**src/rtl/if_prefetch_queue.sv**
```systemverilog
// rtl/if_prefetch_queue.sv - sequential instruction prefetcher with burst bus fetch and flushable FIFO
module if_prefetch_queue #(
    parameter int                ADDR_W    = 30,
    parameter int                DATA_W    = 32,
    parameter int                DEPTH     = 4,
    parameter int                MAX_BURST = 4,
    parameter logic [ADDR_W-1:0] RESET_PC  = '0,
    localparam int               CW        = $clog2(DEPTH + 1),
    localparam int               PW        = $clog2(DEPTH),
    localparam int               BW        = $clog2(MAX_BURST) + 1
) (
    input  logic              clk,
    input  logic              reset,
    input  logic              flush,
    input  logic [ADDR_W-1:0] new_pc,
    input  logic              stall,
    output logic              out_valid,
    output logic [ADDR_W-1:0] out_pc,
    output logic [DATA_W-1:0] out_insn,
    output logic [CW-1:0]     count,
    input  logic [DATA_W-1:0] bus_rd_data,
    input  logic              bus_rdy_,
    input  logic              bus_grnt_,
    output logic              bus_req_,
    output logic [ADDR_W-1:0] bus_addr,
    output logic              bus_as_,
    output logic              bus_rw,
    output logic [DATA_W-1:0] bus_wr_data
);
    typedef enum logic [1:0] {S_IDLE, S_REQ, S_ACCESS} state_t;

    state_t            state_q, state_d;
    logic              bus_req_q, bus_req_d;
    logic              bus_as_q, bus_as_d;
    logic [ADDR_W-1:0] bus_addr_q, bus_addr_d;
    logic [ADDR_W-1:0] fetch_pc_q, fetch_pc_d;
    logic              drop_q, drop_d;
    logic [BW-1:0]     burst_cnt_q, burst_cnt_d;
    logic [PW-1:0]     rd_ptr_q, rd_ptr_d, wr_ptr_q, wr_ptr_d;
    logic [CW-1:0]     count_q, count_d, count_nx;
    logic              out_valid_q, out_valid_d;
    logic [ADDR_W-1:0] out_pc_q, out_pc_d;
    logic [DATA_W-1:0] out_insn_q, out_insn_d;
    logic [ADDR_W-1:0] mem_pc_q [DEPTH];
    logic [DATA_W-1:0] mem_insn_q [DEPTH];
    logic              push, pop, head_is_new;

    always_comb begin
        state_d     = state_q;
        bus_req_d   = bus_req_q;
        bus_as_d    = 1'b1;
        bus_addr_d  = bus_addr_q;
        fetch_pc_d  = fetch_pc_q;
        drop_d      = drop_q;
        burst_cnt_d = burst_cnt_q;
        push        = 1'b0;
        pop         = out_valid_q & ~stall & ~flush;
        count_nx    = count_q;
        case (state_q)
            S_IDLE: begin
                if (!flush && int'(count_q) < DEPTH) begin
                    bus_req_d = 1'b0;
                    state_d   = S_REQ;
                end
            end
            S_REQ: begin
                if (flush) begin
                    bus_req_d = 1'b1;
                    state_d   = S_IDLE;
                end else if (!bus_grnt_) begin
                    bus_as_d    = 1'b0;
                    bus_addr_d  = fetch_pc_q;
                    burst_cnt_d = '0;
                    state_d     = S_ACCESS;
                end
            end
            S_ACCESS: begin
                if (!bus_rdy_) begin
                    push     = !drop_q && !flush;
                    count_nx = count_q + CW'(push) - CW'(pop);
                    if (!flush && !drop_q && int'(count_nx) < DEPTH &&
                        int'(burst_cnt_q) + 1 < MAX_BURST) begin
                        bus_as_d    = 1'b0;
                        bus_addr_d  = fetch_pc_q + ADDR_W'(1);
                        burst_cnt_d = burst_cnt_q + BW'(1);
                    end else begin
                        bus_req_d = 1'b1;
                        drop_d    = 1'b0;
                        state_d   = S_IDLE;
                    end
                end else if (flush) begin
                    // Access is already on the bus; swallow its data when it lands.
                    drop_d = 1'b1;
                end
            end
            default: state_d = S_IDLE;
        endcase
        if (push) fetch_pc_d = fetch_pc_q + ADDR_W'(1);
        if (flush) fetch_pc_d = new_pc;
    end

    always_comb begin
        rd_ptr_d    = pop ? rd_ptr_q + PW'(1) : rd_ptr_q;
        wr_ptr_d    = push ? wr_ptr_q + PW'(1) : wr_ptr_q;
        count_d     = count_q + CW'(push) - CW'(pop);
        out_valid_d = count_d != '0;
        out_pc_d    = out_pc_q;
        out_insn_d  = out_insn_q;
        // Queue empties this cycle, so the word being pushed becomes the head.
        head_is_new = push && (count_q == CW'(pop));
        if (flush) begin
            rd_ptr_d    = '0;
            wr_ptr_d    = '0;
            count_d     = '0;
            out_valid_d = 1'b0;
        end else if (out_valid_d) begin
            out_pc_d   = head_is_new ? fetch_pc_q : mem_pc_q[rd_ptr_d];
            out_insn_d = head_is_new ? bus_rd_data : mem_insn_q[rd_ptr_d];
        end
    end

    always_ff @(posedge clk or negedge reset) begin
        if (!reset) begin
            state_q     <= S_IDLE;
            bus_req_q   <= 1'b1;
            bus_as_q    <= 1'b1;
            bus_addr_q  <= '0;
            fetch_pc_q  <= RESET_PC;
            drop_q      <= 1'b0;
            burst_cnt_q <= '0;
            rd_ptr_q    <= '0;
            wr_ptr_q    <= '0;
            count_q     <= '0;
            out_valid_q <= 1'b0;
            out_pc_q    <= '0;
            out_insn_q  <= '0;
        end else begin
            state_q     <= state_d;
            bus_req_q   <= bus_req_d;
            bus_as_q    <= bus_as_d;
            bus_addr_q  <= bus_addr_d;
            fetch_pc_q  <= fetch_pc_d;
            drop_q      <= drop_d;
            burst_cnt_q <= burst_cnt_d;
            rd_ptr_q    <= rd_ptr_d;
            wr_ptr_q    <= wr_ptr_d;
            count_q     <= count_d;
            out_valid_q <= out_valid_d;
            out_pc_q    <= out_pc_d;
            out_insn_q  <= out_insn_d;
        end
    end

    always_ff @(posedge clk) begin
        if (push) begin
            mem_pc_q[wr_ptr_q]   <= fetch_pc_q;
            mem_insn_q[wr_ptr_q] <= bus_rd_data;
        end
    end

    assign out_valid   = out_valid_q;
    assign out_pc      = out_pc_q;
    assign out_insn    = out_insn_q;
    assign count       = count_q;
    assign bus_req_    = bus_req_q;
    assign bus_as_     = bus_as_q;
    assign bus_addr    = bus_addr_q;
    assign bus_rw      = 1'b1;
    assign bus_wr_data = '0;
endmodule
```
**config.mk**
```make
export PLATFORM = sky130hd
export DESIGN_NAME = if_prefetch_queue
export DESIGN_NICKNAME = d
export VERILOG_FILES = /design/src/rtl/if_prefetch_queue.sv
export SDC_FILE = /design/constraint.sdc
export NUM_CORES = 1
export LEC_CHECK = 0
export ABC_AREA = 1
export CELL_PAD_IN_SITES_DETAIL_PLACEMENT = 1
export CELL_PAD_IN_SITES_GLOBAL_PLACEMENT = 1
export CORE_UTILIZATION = 53
export CTS_CLUSTER_DIAMETER = 30
export DETAILED_ROUTE_END_ITERATION = 7
export DONT_BUFFER_PORTS = 1
export PLACE_DENSITY = 0.95
export SLEW_MARGIN = 20
export SYNTH_ARGS = -nofsm -noshare
export SYNTH_HDL_FRONTEND = slang
export SYNTH_SLANG_ARGS = --single-unit
```
**constraint.sdc**
```tcl
create_clock -name clk -period 7.75 [get_ports clk]
set_clock_uncertainty 0.2 [all_clocks]
set_input_delay 1.55 -clock clk [delete_from_list [all_inputs] [get_ports clk]]
set_output_delay 1.55 -clock clk [all_outputs]
set_load 0.005 [all_outputs]
```
==> results of run 1 <==
==> worst register-to-register path, stage by stage (launching register included) <==
cell	delay, ps
dfrtp_1	400
inv_1	100
ha_1	170
inv_1	370
nor3_2	770
inv_1	510
o21bai_1	310
ha_1	180
inv_1	50
fa_1	370
xor2_1	190
nand3_1	110
nand2_2	50
buf_4	370
inv_2	160
buf_4	690
nor2_1	150
a21oi_1	260
==> how the worst min path moves through the flow <==
| stage | startpoint | cells after the start | slack (ps) | endpoint |
|---|---|---|---|---|
| 6_report | bus_req_ | 2 | 280 | bus_req_ |
| 4_1_cts | bus_req_ | 2 | 270 | bus_req_ |
| 3_5_place_dp | bus_req_ | 2 | 270 | bus_req_ |
| 3_3_place_gp | bus_req_ | 2 | 260 | bus_req_ |
| 5_1_grt | bus_req_ | 2 | 310 | bus_req_ |
| 2_1_floorplan | bus_req_ | 2 | 250 | bus_req_ |
==> report_power, final <==
group          switching (uW)  internal [uW]  total (uW)
logic                    1070            432        1500
registers                 337           2530        2860
clock network            1250           2610        3860
total                    2660           5570        8230
==> cell type report <==
cell class                 instances  area (um2)
fill                            3344       11300
sequential                       386       10900
multi-input combinational       1227        5480
clock buffer                      93        2150
clock inverter                    61         907
tap                              435         544
inverter                         106         399
timing repair buffer              16         133
==> cells by family (layout without fill, tap and decap cells) <==
family | Yosys count | after routing | share of synthesized area, %
AO/OA/AOI/OAI | 121 | 121 | 4.07
XOR/XNOR | 15 | 15 | 0.869
adder cells (fa/ha/maj) | 12 | 12 | 0.912
buffers and inverters | 229 | 276 | 6.19
flip-flops | 386 | 386 | 63.1
other | 2 | 33 | 0.0435
AND/OR/NAND/NOR | 1046 | 1046 | 24.8
==> sequential cells by signal (all words and copies together), names as in the netlist <==
signal,count
mem_insn_q,128
mem_pc_q,120
out_insn,32
bus_addr,30
fetch_pc_q,30
out_pc,30
burst_cnt_q,3
count,3
rd_ptr_q,2
state_q,2
wr_ptr_q,2
bus_as_,1
bus_req_,1
drop_q,1
out_valid,1
==> layout by cell type, fill, tap and decap left out, drive strengths merged, types with 2 or more instances in the layout <==
master    netlist  layout
clkbuf         34      93
inv           106     108
nand4           7       7
a21oi          66      66
bufinv          0      18
conb            2      33
dfstp           2       2
clkinvlp        0       9
o21ai          22      22
dfrtp         136     136
o221ai          4       4
clkinv          0      32
o211ai         26      26
nor2          251     251
ha             11      11
buf            89      16
edfxtp        248     248
nand2         532     532
xor2           15      15
nand3         253     253
==> per-layer routing <==
layer  global-route usage (%)  up-vias  share of wire, %
met3                     8.46      162               8.4
met4                     16.5        0               3.9
met2                     59.7      732                50
met1                     42.9     6968                38
li1                         -     5965                 -
met5                        0        -                 0
==> stage by stage <==
step | hold WS, ps | util (%) | area, um2 | cells | power (uW)
floorplan | 251 | - | 17400 | 1842 | 3800
global placement | 265 | 54.8 | 17400 | 2169 | 4120
detailed placement | 270 | 54.8 | 17400 | 2169 | 4260
CTS | 275 | 64.4 | 20500 | 2323 | 8230
global route | 305 | 64.5 | 20500 | 2324 | 8520
finish | 279 | 64.5 | 20500 | 2324 | 8230
==> impl_metrics.ini, run 1 <==
[min_path]
worstHoldPathType = reg2reg

[clocking]
cts_buffers = 82
ctsResizeCount = 0
cts_tree = done
clkLatencyLatePin_ps = 590
hold_buffers = 0
cts_root_buf = clkbuf_16
cts_max_level = 3
clock_path_buffers = 3
clk_pin_slew_worst_paths_ps = 50
cts_sinks = 386
postCtsSetupBuffers = 0

[sta]
period_minus_slack_ps = 5520
fmax_mhz = 181
setup_tns_ps = 0
drv_slew = 0
slew_headroom_pct = 27.3
period_share_pct = 71.2
setup_violations = 0
rsz0062_at_grt = false
hold_violations = 0
fin_ws_ps = 2230
worst_pin_slew_ps = 1090

[logic_synthesis]
ys.warnings.count = 0
syn_inst = 1811
synth_seq_cells = 386
yosysMostFrequentCell = nand2_1
synthTopCellsByCount = nand2_1 (530), nand3_1 (252), nor2_1 (251), edfxtp_1 (248), dfrtp_1 (136)
synth_top_area_share_pct = 43.1
synth_top_area_cell = edfxtp_1
syn_area_mm2 = 0.0173
ys.flop_type = edfxtp_1
syn_avg_cell_area_um2 = 9.54
synthTopCellsByArea = edfxtp_1 (43%), dfrtp_1 (20%), nand2_1 (12%)
synth_edf_count = 248
ys_seq_area_share_pct = 63.1
synth.distinct_cells = 31
async_flop_share_pct = 35.8

[placement]
place_hpwl_mm = 30.8
post-place-ws_ps = 1830
gp_congestion = 0.903
port-buffer-count = 0

[cells_and_area]
drive_gt1_share_pct = 9.32
antenna_cells = 0
finalNetCount = 1899
syn_to_final_growth_pct = 18.7

[die]
die_w_um = 183
start_util_pct = 54.3
fp-row-count = 65
die_h_um = 183
ios = 199
core_mm2 = 0.0318
die_area_mm2 = 0.0333

[drt]
firstDrtPassIters = 5
drt_wl_total_mm = 57.8
drtIter0Drc = 1141
via_count = 13827
drt_drc_violations_left = 0
routed_via_density = 5.95
wl_per_cell_um = 24.9
postRouteAntennaNets = 0

[run]
cap_violations = 0

[setup_path]
path_class = reg2reg
reg2reg_from = state_q[0]
crit_path_max_fanout = 63
cp_num_cells = 17
rrSetupSlack_ps = 2230
end_kind = flip-flop
r2r_end = out_insn[14]
crit_slowest_cell = nor3_2
cp_cell_sequence = inv_1 > ha_1 > inv_1 > nor3_2 > inv_1 > o21bai_1 > ha_1 > inv_1 > fa_1 > xor2_1 > nand3_1 > nand2_2 > buf_4 > inv_2 > buf_4 > nor2_1 > a21oi_1
cp_slowest_stage_delay_ps = 760
required_ps = 8030
rr_worst_depth = 17
cp_num_buf_inv = 7
timing.critical_path.mode_cell = inv_1
crit_path_end = out_insn[14]
critPathLaunchType = flip-flop
startpoint = state_q[0]
arrival_ps = 5800
critPathTopFamily = buffers and inverters

[power_and_ir_drop]
p_per_area_mw_per_mm2 = 401
p_leak_uw = 0.00857
ir_drop_mv = 0.268

[global_route]
grt_pass1_wl_mm = 88.7
grt_pass1_vias = 15236
grt_overflow = 0
antenna_found_initial = 0
grt_usage_pct = 35.4
grt_max_degree = 139

[outcome]
status = complete, no violations
Power figures use the tool's default switching activity.
==> run 2, diff against run 1 <==
ABC_AREA = 0   (was 1)
PLACE_DENSITY = 0.91   (was 0.95)
clock period = 5.2 ns   (was 7.75 ns; I/O delays follow)
==> run 2 against run 1 <==
Power grew 37%. Critical endpoint unchanged. Largest power group unchanged. Sequential share of layout area grew 2.6 points. Non-clock buffer count unchanged. Setup slack lost 1000 ps. Sequential cell count did not move.
==> impl_metrics.ini, run 2 <==
[setup_path]
path_class = reg2reg
crit_slowest_cell = or3_1
cp_num_cells = 13
critPathLaunchType = flip-flop
critPathTopFamily = simple AND/OR/NAND/NOR gates
end_kind = flip-flop
cp_num_buf_inv = 3
crit_path_max_fanout = 125
cp_cell_sequence = inv_1 > ha_1 > nand2b_1 > or3_1 > and2_1 > o21bai_1 > ha_1 > inv_1 > fa_1 > a31oi_4 > buf_12 > nor2_1 > a31oi_1
rr_worst_depth = 13
cp_slowest_stage_delay_ps = 560
arrival_ps = 4250
required_ps = 5480

[logic_synthesis]
ys_seq_area_share_pct = 66.3
async_flop_share_pct = 35.8
ys.flop_type = edfxtp_1
synth_edf_count = 248
synth_seq_cells = 386
yosysMostFrequentCell = edfxtp_1
synth_top_area_cell = edfxtp_1
ys.warnings.count = 0
synth_top_area_share_pct = 45.3
synth.distinct_cells = 68
synthTopCellsByArea = edfxtp_1 (45%), dfrtp_1 (21%), mux4_2 (8.3%)
syn_avg_cell_area_um2 = 14.3
syn_area_mm2 = 0.0165
syn_inst = 1151
synthTopCellsByCount = edfxtp_1 (248), nand2_1 (180), dfrtp_1 (136), nor2_1 (93), a31oi_1 (66)

[clocking]
postCtsSetupBuffers = 0
cts_root_buf = clkbuf_16
cts_buffers = 79
cts_tree = done
cts_max_level = 3
clk_pin_slew_worst_paths_ps = 50
ctsResizeCount = 0
clkLatencyLatePin_ps = 590
clock_path_buffers = 3
cts_sinks = 386

[drt]
postRouteAntennaNets = 0
firstDrtPassIters = 5
drt_wl_total_mm = 43.1
via_count = 9974
wl_per_cell_um = 26.3
drtIter0Drc = 879
routed_via_density = 6.09
drt_drc_violations_left = 0

[global_route]
grt_pass1_wl_mm = 66.0
grt_max_degree = 137
grt_pass1_vias = 11187
antenna_found_initial = 0
grt_use_met2_pct = 47.7
grt_overflow = 0
use_met3_pct = 8.01
grtUsageMet1_pct = 34.3
grt_usage_pct = 28.1
grt-busiest-layer = met2

[sta]
period_minus_slack_ps = 3970
fin_ws_ps = 1230
hold_violations = 0
drv_slew = 0
setup_tns_ps = 0
worst_pin_slew_ps = 1080
period_share_pct = 76.4
slew_headroom_pct = 27.5
fmax_mhz = 252
hold_slack_ps = 104
rsz0062_at_grt = false
setup_violations = 0

[outcome]
status = complete, no violations

[placement]
port-buffer-count = 0
gp_congestion = 0.801
place_hpwl_mm = 22.6
post-place-cells = 1489
post-place-ws_ps = 937

[die]
start_util_pct = 53.8
fp-row-count = 64
core_mm2 = 0.0306
die_w_um = 178
ios = 199
die_h_um = 178
die_area_mm2 = 0.0318

[cells_and_area]
ff_latch_area_mm2 = 0.0109
drive_gt1_share_pct = 19.8
layout_commonest_cell = edfxtp_1
layoutNonFillerInstCount = 1637
finalNetCount = 1255
multiInputGateArea_mm2 = 0.00500
syn_to_final_growth_pct = 18.8
antenna_cells = 0
largest_register_ffs = 128
regMostFlops = mem_insn_q
fillers = 2760
final_cell_mix = edfxtp_1 (248), nand2_1 (179), dfrtp_1 (136)

[min_path]
worstHoldPathType = in2async

[run]
cap_violations = 0

[power_and_ir_drop]
ir_drop_mv = 0.371
p_leak_uw = 0.00728
p_per_area_mw_per_mm2 = 578
-- run 2: cells by family after synthesis --
kind of cell / after synthesis / share of synthesized area [%]
AOI/OAI and AO/OA: 141 / 5.72
muxes: 98 / 11.0
other: 2 / 0.0456
and+or+nand+nor: 353 / 9.52
DFF: 386 / 66.3
adders and majority gates: 12 / 0.958
buffers and inverters: 119 / 4.20
xor gates and xnor gates: 40 / 2.33
-- run 2: per-stage QoR --
step                utilization [%]  cell area (um2)  total power (uW)
floorplan                         -            16600              5330
global placement               54.2            16600              5620
detailed placement             54.2            16600              5760
CTS                            63.9            19600             11400
global route                   63.9            19600             11800
finish                         63.9            19600             11300
-- run 2: report_power, final --
group	total [uW]	switching [uW]	internal, uW
logic	1520	876	642
clock network	5520	1830	3690
registers	4260	501	3760
total	11300	3210	8090
-- run 2: area by class of cell --
| class | instances | area share [%] |
|---|---|---|
| Clock buffer | 92 | 10.7 |
| Timing Repair Buffer | 16 | 0.845 |
| Sequential cell | 386 | 55.8 |
| Clock inverter | 55 | 4.32 |
| Tap cell | 396 | 2.53 |
| Multi-Input combinational cell | 677 | 25.6 |
| Inverter | 15 | 0.288 |
-- run 2: path summary, 6_finish.rpt --
path                              start           end  slack [ps]
setup / recovery             state_q[0]  out_insn[14]        1230
hold / removal                    reset       bus_as_         100
setup reg to reg             state_q[0]  out_insn[14]        1230
hold reg to reg            bus_addr[20]  bus_addr[20]         320
max in group asynchronous         reset     out_pc[9]        3910
min in group clk           bus_addr[20]  bus_addr[20]         320
-- run 2: per-layer routing --
metal	wire (um)	vias to the layer above
met5	0	-
met4	1000	0
met3	3460	91
met2	21800	389
met1	16800	5230
li1	-	4264
-- run 2: what timing repair did --
| item | CTS | global route |
|---|---|---|
| hold endpoints to repair | 136 | 0 |
| endpoints found under the setup margin | 0 | 0 |
| hold buffers | 1 | 0 |
-- run 2: worst register-to-register path, cell delays in order, from the launching register on --
cell and delay, ps:
dfrtp_1 400, inv_1 100, ha_1 170, nand2b_1 100
or3_1 560, and2_1 310, o21bai_1 180, ha_1 200
inv_1 90, fa_1 480, a31oi_4 220, buf_12 410
nor2_1 220, a31oi_1 230
